<file path="src/rtl/arcade_input_mapper.sv">
// -----------------------------------------------------------------------------
// arcade_input_mapper
//
// Player-input front end for arcade cores. It decodes PS/2 key events into held
// key state, merges that state with per-player joystick words, remaps the
// directions for screen rotation, optionally cancels opposing directions (SOCD),
// and stretches coin presses into fixed-length pulses. When auto-coin is on, a
// start press also inserts a coin, and the start is held off until that coin
// pulse has finished.
//
// Parameters
//   NPLAYERS  players supported (1..4)
//   NBTN      fire buttons per player (1..6)
//   COIN_CYC  coin pulse length in clk_sys cycles (>= 1)
//   SOCD      0 = opposing directions pass through, 1 = opposing pair -> neither
//
// Ports
//   clk_sys      in   system clock
//   reset_n      in   asynchronous active-low reset
//   ps2_key      in   [10] event toggle, [9] pressed, [8] extended, [7:0] scancode
//   joy_i        in   16-bit joystick word per player:
//                     [0] R [1] L [2] D [3] U, [4 +: NBTN] buttons,
//                     [4+NBTN] start, [5+NBTN] coin
//   rotate       in   0 none, 1 CW90, 2 CCW90, 3 rot180
//   autocoin_en  in   start press also inserts a coin
//   clear        in   synchronous release-all
//   dir_o        out  per player {up, down, left, right}
//   btn_o        out  per player fire buttons
//   start_o      out  per player start
//   coin_o       out  per player stretched coin pulse
//   service_o    out  service/test key held
// -----------------------------------------------------------------------------
module arcade_input_mapper #(
    parameter int NPLAYERS = 2,
    parameter int NBTN     = 2,
    parameter int COIN_CYC = 2400000,
    parameter int SOCD     = 1
) (
    input  logic                     clk_sys,
    input  logic                     reset_n,
    input  logic [10:0]              ps2_key,
    input  logic [NPLAYERS*16-1:0]   joy_i,
    input  logic [1:0]               rotate,
    input  logic                     autocoin_en,
    input  logic                     clear,
    output logic [NPLAYERS*4-1:0]    dir_o,
    output logic [NPLAYERS*NBTN-1:0] btn_o,
    output logic [NPLAYERS-1:0]      start_o,
    output logic [NPLAYERS-1:0]      coin_o,
    output logic                     service_o
);

    localparam int             CW        = $clog2(COIN_CYC + 1);
    localparam logic [CW-1:0]  COIN_LOAD = CW'(COIN_CYC);

    // Directions are carried internally in joystick bit order:
    // [3] U, [2] D, [1] L, [0] R, which is also the {up,down,left,right} output order.
    function automatic logic [3:0] rotate_dir(input logic [3:0] d, input logic [1:0] rot);
        logic [3:0] r;
        unique case (rot)
            2'd1:    r = {d[1], d[0], d[2], d[3]}; // U<-L, D<-R, L<-D, R<-U
            2'd2:    r = {d[0], d[1], d[3], d[2]}; // U<-R, D<-L, L<-U, R<-D
            2'd3:    r = {d[2], d[3], d[0], d[1]}; // U<->D, L<->R
            default: r = d;
        endcase
        return r;
    endfunction

    function automatic logic [3:0] socd_clean(input logic [3:0] d);
        logic [3:0] r;
        r = d;
        if (SOCD != 0) begin
            if (d[3] && d[2]) r[3:2] = 2'b00;
            if (d[1] && d[0]) r[1:0] = 2'b00;
        end
        return r;
    endfunction

    // -------------------------------------------------------------------------
    // PS/2 event detection
    // -------------------------------------------------------------------------
    logic       tog_q;
    logic       primed_q;
    logic       evt;
    logic [7:0] code;
    logic       ext;
    logic       pressed;

    assign code    = ps2_key[7:0];
    assign ext     = ps2_key[8];
    assign pressed = ps2_key[9];
    // primed_q masks the first cycle after reset so a toggle level left over
    // from before reset cannot be mistaken for a fresh event.
    assign evt     = primed_q & (ps2_key[10] ^ tog_q);

    // -------------------------------------------------------------------------
    // Key latches (only P1/P2 have keyboard directions and buttons)
    // -------------------------------------------------------------------------
    logic [1:0][3:0] kdir_q,   kdir_d;
    logic [1:0][5:0] kbtn_q,   kbtn_d;
    logic [3:0]      kstart_q, kstart_d;
    logic [3:0]      kcoin_q,  kcoin_d;
    logic            ksrv_q,   ksrv_d;

    // NOTE: every variable assigned in an always_comb gets a default at the top,
    // otherwise paths that skip the assignment infer a latch.
    always_comb begin
        kdir_d   = kdir_q;
        kbtn_d   = kbtn_q;
        kstart_d = kstart_q;
        kcoin_d  = kcoin_q;
        ksrv_d   = ksrv_q;
        if (clear) begin
            kdir_d   = '0;
            kbtn_d   = '0;
            kstart_d = '0;
            kcoin_d  = '0;
            ksrv_d   = 1'b0;
        end else if (evt) begin
            case (code)
                // Direction keys match regardless of the extended prefix.
                8'h75:   kdir_d[0][3] = pressed;
                8'h72:   kdir_d[0][2] = pressed;
                8'h6B:   kdir_d[0][1] = pressed;
                8'h74:   kdir_d[0][0] = pressed;
                8'h2D:   kdir_d[1][3] = pressed;
                8'h2B:   kdir_d[1][2] = pressed;
                8'h23:   kdir_d[1][1] = pressed;
                8'h34:   kdir_d[1][0] = pressed;
                default: begin
                    if (!ext) begin
                        case (code)
                            8'h14:        kbtn_d[0][0] = pressed;
                            8'h29:        kbtn_d[0][1] = pressed;
                            8'h11:        kbtn_d[0][2] = pressed;
                            8'h12:        kbtn_d[0][3] = pressed;
                            8'h1A:        kbtn_d[0][4] = pressed;
                            8'h22:        kbtn_d[0][5] = pressed;
                            8'h1C:        kbtn_d[1][0] = pressed;
                            8'h1B:        kbtn_d[1][1] = pressed;
                            8'h15:        kbtn_d[1][2] = pressed;
                            8'h1D:        kbtn_d[1][3] = pressed;
                            // E and V share P2 button 5; 0x1E is taken by start2.
                            8'h24, 8'h2A: kbtn_d[1][4] = pressed;
                            8'h21:        kbtn_d[1][5] = pressed;
                            8'h16, 8'h05: kstart_d[0]  = pressed;
                            8'h1E, 8'h06: kstart_d[1]  = pressed;
                            8'h26:        kstart_d[2]  = pressed;
                            8'h25:        kstart_d[3]  = pressed;
                            8'h2E:        kcoin_d[0]   = pressed;
                            8'h36:        kcoin_d[1]   = pressed;
                            8'h3D:        kcoin_d[2]   = pressed;
                            8'h3E:        kcoin_d[3]   = pressed;
                            8'h2C:        ksrv_d       = pressed;
                            default:      ;
                        endcase
                    end
                end
            endcase
        end
    end

    // Widen the P1/P2 key latches to four players; P3/P4 have no keys.
    logic [3:0][3:0] kdir_all;
    logic [3:0][5:0] kbtn_all;
    assign kdir_all = {8'h00, kdir_q};
    assign kbtn_all = {12'h000, kbtn_q};

    // -------------------------------------------------------------------------
    // Merge keys with joysticks
    // -------------------------------------------------------------------------
    logic [3:0]      dir_src [NPLAYERS];
    logic [NBTN-1:0] btn_src [NPLAYERS];
    logic [NPLAYERS-1:0] start_src;
    logic [NPLAYERS-1:0] coin_src;

    always_comb begin
        start_src = '0;
        coin_src  = '0;
        for (int p = 0; p < NPLAYERS; p++) begin
            dir_src[p]   = kdir_all[p] | joy_i[p*16 +: 4];
            btn_src[p]   = kbtn_all[p][NBTN-1:0] | joy_i[p*16+4 +: NBTN];
            start_src[p] = kstart_q[p] | joy_i[p*16+4+NBTN];
            coin_src[p]  = kcoin_q[p] | joy_i[p*16+5+NBTN] | (autocoin_en & start_src[p]);
        end
    end

    // -------------------------------------------------------------------------
    // Coin engine and registered outputs
    // -------------------------------------------------------------------------
    logic [CW-1:0]           cnt_q [NPLAYERS];
    logic [CW-1:0]           cnt_d [NPLAYERS];
    logic [NPLAYERS-1:0]     csrc_q, csrc_d;
    logic [NPLAYERS*4-1:0]   dir_q, dir_d;
    logic [NPLAYERS*NBTN-1:0] btn_q, btn_d;
    logic [NPLAYERS-1:0]     start_q, start_d;
    logic                    srv_q, srv_d;

    always_comb begin
        dir_d   = '0;
        btn_d   = '0;
        start_d = '0;
        srv_d   = ksrv_q;
        // Tracks coin_src even through clear, so a held source never replays.
        csrc_d  = coin_src;
        for (int p = 0; p < NPLAYERS; p++) begin
            cnt_d[p] = cnt_q[p];
            // A rising edge only loads an idle counter: no retrigger or extension.
            if (cnt_q[p] != '0)
                cnt_d[p] = cnt_q[p] - 1'b1;
            else if (coin_src[p] && !csrc_q[p])
                cnt_d[p] = COIN_LOAD;
            if (clear)
                cnt_d[p] = '0;

            dir_d[p*4 +: 4]       = socd_clean(rotate_dir(dir_src[p], rotate));
            btn_d[p*NBTN +: NBTN] = btn_src[p];
            // Gate on the next counter value so start stays low on the very
            // edge that launches the auto-coin pulse and rises as it ends.
            start_d[p] = start_src[p] & ~(autocoin_en & (cnt_d[p] != '0));
        end
        if (clear) begin
            dir_d   = '0;
            btn_d   = '0;
            start_d = '0;
            srv_d   = 1'b0;
        end
    end

    // NOTE: sequential state uses non-blocking assignments so every register
    // samples pre-edge values regardless of statement order.
    always_ff @(posedge clk_sys or negedge reset_n) begin
        if (!reset_n) begin
            tog_q    <= 1'b0;
            primed_q <= 1'b0;
            kdir_q   <= '0;
            kbtn_q   <= '0;
            kstart_q <= '0;
            kcoin_q  <= '0;
            ksrv_q   <= 1'b0;
            csrc_q   <= '0;
            dir_q    <= '0;
            btn_q    <= '0;
            start_q  <= '0;
            srv_q    <= 1'b0;
            // NOTE: the counter array is reset element by element; reset must end
            // an in-flight coin pulse immediately, so it cannot be left uninitialised.
            for (int p = 0; p < NPLAYERS; p++) cnt_q[p] <= '0;
        end else begin
            tog_q    <= ps2_key[10];
            primed_q <= 1'b1;
            kdir_q   <= kdir_d;
            kbtn_q   <= kbtn_d;
            kstart_q <= kstart_d;
            kcoin_q  <= kcoin_d;
            ksrv_q   <= ksrv_d;
            csrc_q   <= csrc_d;
            dir_q    <= dir_d;
            btn_q    <= btn_d;
            start_q  <= start_d;
            srv_q    <= srv_d;
            for (int p = 0; p < NPLAYERS; p++) cnt_q[p] <= cnt_d[p];
        end
    end

    always_comb begin
        coin_o = '0;
        for (int p = 0; p < NPLAYERS; p++) coin_o[p] = (cnt_q[p] != '0);
    end

    assign dir_o     = dir_q;
    assign btn_o     = btn_q;
    assign start_o   = start_q;
    assign service_o = srv_q;

    // Joystick padding bits and latches for absent players/buttons are not used.
    logic unused_bits;
    assign unused_bits = ^{joy_i, kdir_all, kbtn_all, kstart_q, kcoin_q};

endmodule

</file>
<file path="config.mk">
export PLATFORM = sky130hd
export DESIGN_NAME = arcade_input_mapper
export DESIGN_NICKNAME = d
export VERILOG_FILES = /design/src/rtl/arcade_input_mapper.sv
export SDC_FILE = /design/constraint.sdc
export NUM_CORES = 1
export LEC_CHECK = 0
export ABC_CLOCK_PERIOD_IN_PS = 2580
export CORE_MARGIN = 2
export CORE_UTILIZATION = 50
export CTS_CLUSTER_DIAMETER = 30
export CTS_CLUSTER_SIZE = 20
export DETAILED_ROUTE_END_ITERATION = 8
export PLACE_DENSITY = 0.87
export SETUP_SLACK_MARGIN = 0.15
export SLEW_MARGIN = 10
export SYNTH_ARGS = -nofsm -noshare
export SYNTH_HDL_FRONTEND = slang
export SYNTH_SLANG_ARGS = --single-unit
</file>
<file path="constraint.sdc">
create_clock -name clk_sys -period 2.58 [get_ports clk_sys]
set_clock_uncertainty 0.05 [all_clocks]
set_input_delay 0.645 -clock clk_sys [delete_from_list [all_inputs] [get_ports clk_sys]]
set_output_delay 0.645 -clock clk_sys [all_outputs]
set_load 0.005 [all_outputs]
</file>
==> summary.txt <==
Power
  • Total power: 0.00870 W
  • PD cells: about 1200 nW/um2
  • Max IR drop VDD: between 0.0009 and 0.001 V
  • Static Leak: between 3 and 4 nW

Synthesis
  • Number of flops mapped to enable cells by yosys: 0
  • Main combinational cell family by area after synthesis: simple AND/OR/NAND/NOR gates
  • Number of synthesized register bits: 80
  • Yosys warns: 0
  • Synth cell count leaders: dfrtp_1, nor2_1, nor3_1
  • Synth Area in Adders: ~1.1%
  • Xor/xnor share of the synthesized area: ~4%
  • Mapped Cells: approximately 500
  • Mapped Area: approximately 4500 um2
  • Synth cell types: 55
  • Mux cell area share after synthesis: 3.53%
  • Syn Area/Cell: slightly above 9 um2
  • Syn Nets: 554
  • Seq/Total Area, Yosys: 44.2%
  • Synth top area share: ~44%
  • Leading area contributor after synthesis: dfrtp_1
  • Async set-reset flop share out of synthesis: between 90% and 100%
  • Simple-Gate Fraction of Synth Area: between 30% and 40%
  • Ys flop type: dfrtp_1
  • Most common cell in the netlist: dfrtp_1
  • Synth Area in Compound Gates: a little over a tenth
  • Synth area leaders: dfrtp_1, nor2_1, nor3_1

Clock tree
  • Hold_buf cts: 0
  • CTS tree: yes
  • H-tree depth: 3
  • CTS Sinks: 80
  • Clock transition at path regs: approximately 90 ps
  • Clock buffer depth: 2
  • Root Driver: clkbuf_8
  • TritonCTS Buffers: 9
  • Skew-Pair Late Insertion Delay: 370 ps

Detailed routing
  • Drt pass-1 iters: 5
  • DRT iter0 DRCs: roughly 640
  • Antenna viol nets, final: 0
  • Total Wirelength: around 17000 um
  • DR DRC count: 0
  • Via density: between 6 and 7
  • DR WL/cell: between 20 and 25 um
  • Via count: 5192

GRT
  • Number of global-route vias before repair: 5190
  • Total gr overflow: 0
  • Largest net degree at the start of global routing: 48
  • Initial antenna violation count: 0
  • Total track usage: approximately a third
  • First-pass GRT wire length: approximately 25000 um

Cells and area
  • N_diodes: 0
  • Share of layout cells above drive strength 1: approximately two fifths
  • NumNets Final: roughly 750
  • Finished Core Util: between 70% and 80%
  • Final instance area: 7000 um2
  • Synth-to-layout area growth: 54.4%

Min path
  • Worst hold-check path type: in -> async

Place
  • I/O Buffers: around 50
  • DP Wirelength: approximately 9700 um
  • Placed Instance Area: between 6000 and 7000 um2
  • Final GP Congestion: ~0.9

Timing
  • Unrepaired setup endpoints after global routing: true
  • Max-slew headroom at the worst pin: between 50% and 60%
  • Period utilisation layout: 119%
  • Final worst slack: -488 ps
  • Worst Tran Pin Value: about 650 ps
  • Final setup fails: 5
  • Final min period: 3070 ps
  • Final Hold Fails: 0
  • F_max: around 0.33 GHz
  • Max Slew Vio Count: 0

Run status
  • Failing checks: setup timing
  • Status: finished, violations left

Worst setup path
  • Data required time of the worst path: between 2000 and 3000 ps
  • Worst setup EP type: register
  • Critical path arrival: 3270 ps
  • Critical Setup Path Class: reg -> reg
  • Crit-path max FO: 5
  • Critical Path Source Type: register

Die
  • Die area: around 10000 um2
  • I/O Pins: 66
  • Initial core utilization: between 50 and 60%
  • Die height: ~99 um
  • Die X: about 99 um
  • Row cnt: 34
  • Core area: 8760 um2

Job
  • MaxCap Viol Count: 0
path summary, 6_finish.rpt:
check | cells after the start | endpoint | from | slack [ps]
worst max-delay path | 11 | start_o[1] | cnt_q[9] | -490
min in group clk_sys | 2 | btn_o[2] | kbtn_all[6] | 460
worst min-delay path | 1 | start_o[0] | reset_n | 240
worst min register to register | 2 | btn_o[2] | kbtn_all[6] | 460
worst max register to register | 11 | start_o[1] | cnt_q[9] | -490
max in group asynchronous | 2 | btn_o[2] | reset_n | 1590
final cells by class:
cell class / count / area (um2)
clock buffer: 11 / 151
clock inverter: 4 / 53.8
fill: 489 / 1760
inverter: 9 / 33.8
multi-input combinational: 389 / 2940
sequential: 80 / 2000
tap: 108 / 135
timing repair buffer: 205 / 1690
layer usage:
layer	global-route usage [%]	vias to the layer above	wire, um
met5	0	-	0
met4	19.1	0	1060
met3	6.89	124	1250
met2	55.9	349	8500
met1	37.1	2508	6100
li1	-	2211	-
cells in the final DEF, fill, tap and decap left out, drive strengths merged, types with 5 or more instances in the layout:
cell type,netlist,routed
mux2i,16,16
nor4,20,20
a311oi,6,6
and3,5,5
nand2,32,32
nand2b,9,9
and3b,5,5
a31oi,6,6
nand3,12,12
nor3,48,48
nor2,78,78
and4,5,5
o21ai,10,10
clkbuf,13,17
dfrtp,80,80
inv,9,9
nor3b,8,8
xnor2,14,14
a21oi,20,20
buf,10,159
or4,7,7
xor2,6,6
a211oi,17,17
nor2b,5,5
clkdlybuf4s50,0,36
or3,17,17
stage by stage:
step,hold WS [ps],worst slack (ps),setup TNS (ps),instances
2_1_floorplan,299,-91.4,-91.4,501
3_3_place_gp,415,-484,-4930,761
3_5_place_dp,433,-542,-5660,761
4_1_cts,261,-350,-551,796
5_1_grt,288,-550,-1310,806
6_report,244,-488,-995,806
kinds of logic after synthesis:
group,after synthesis
other,1
muxes,16
adders and majority gates,4
DFF,80
and+or+nand+nor,275
xor gates and xnor gates,20
buffers and inverters,32
AOI/OAI and AO/OA,73
power breakdown:
| group | internal (W) | switching, W | total, W |
|---|---|---|---|
| clock network | 0.000496 | 0.000488 | 0.000984 |
| registers | 0.00151 | 0.000238 | 0.00175 |
| logic | 0.00297 | 0.00300 | 0.00596 |
| total | 0.00497 | 0.00372 | 0.00870 |
sequential cells by signal, summed over array words and instances, names as in the netlist:
name and flops:
kdir_all 8, dir_o 8, tog_q 1, kcoin_q 2, service_o 1, ksrv_q 1
start_o 2, kbtn_all 4, kstart_q 2, cnt_q 44, primed_q 1, csrc_q 2
btn_o 4
critical path: stages (launching register included):
cell and delay, ps:
dfrtp_1 400, or4_4 570, buf_6 150, buf_4 140
nor4_4 170, buf_4 190, nor3_1 60, a21oi_1 250
o211ai_1 210, nor4_2 290, o2111ai_2 170, o31ai_2 280
repair_timing:
item                                    4_1_cts  5_1_grt
buffers inserted                             20       10
resized for setup                            66       52
pin swaps                                    22       21
endpoints found under the setup margin       16       20
No activity file was read; power rests on OpenSTA's default activity.
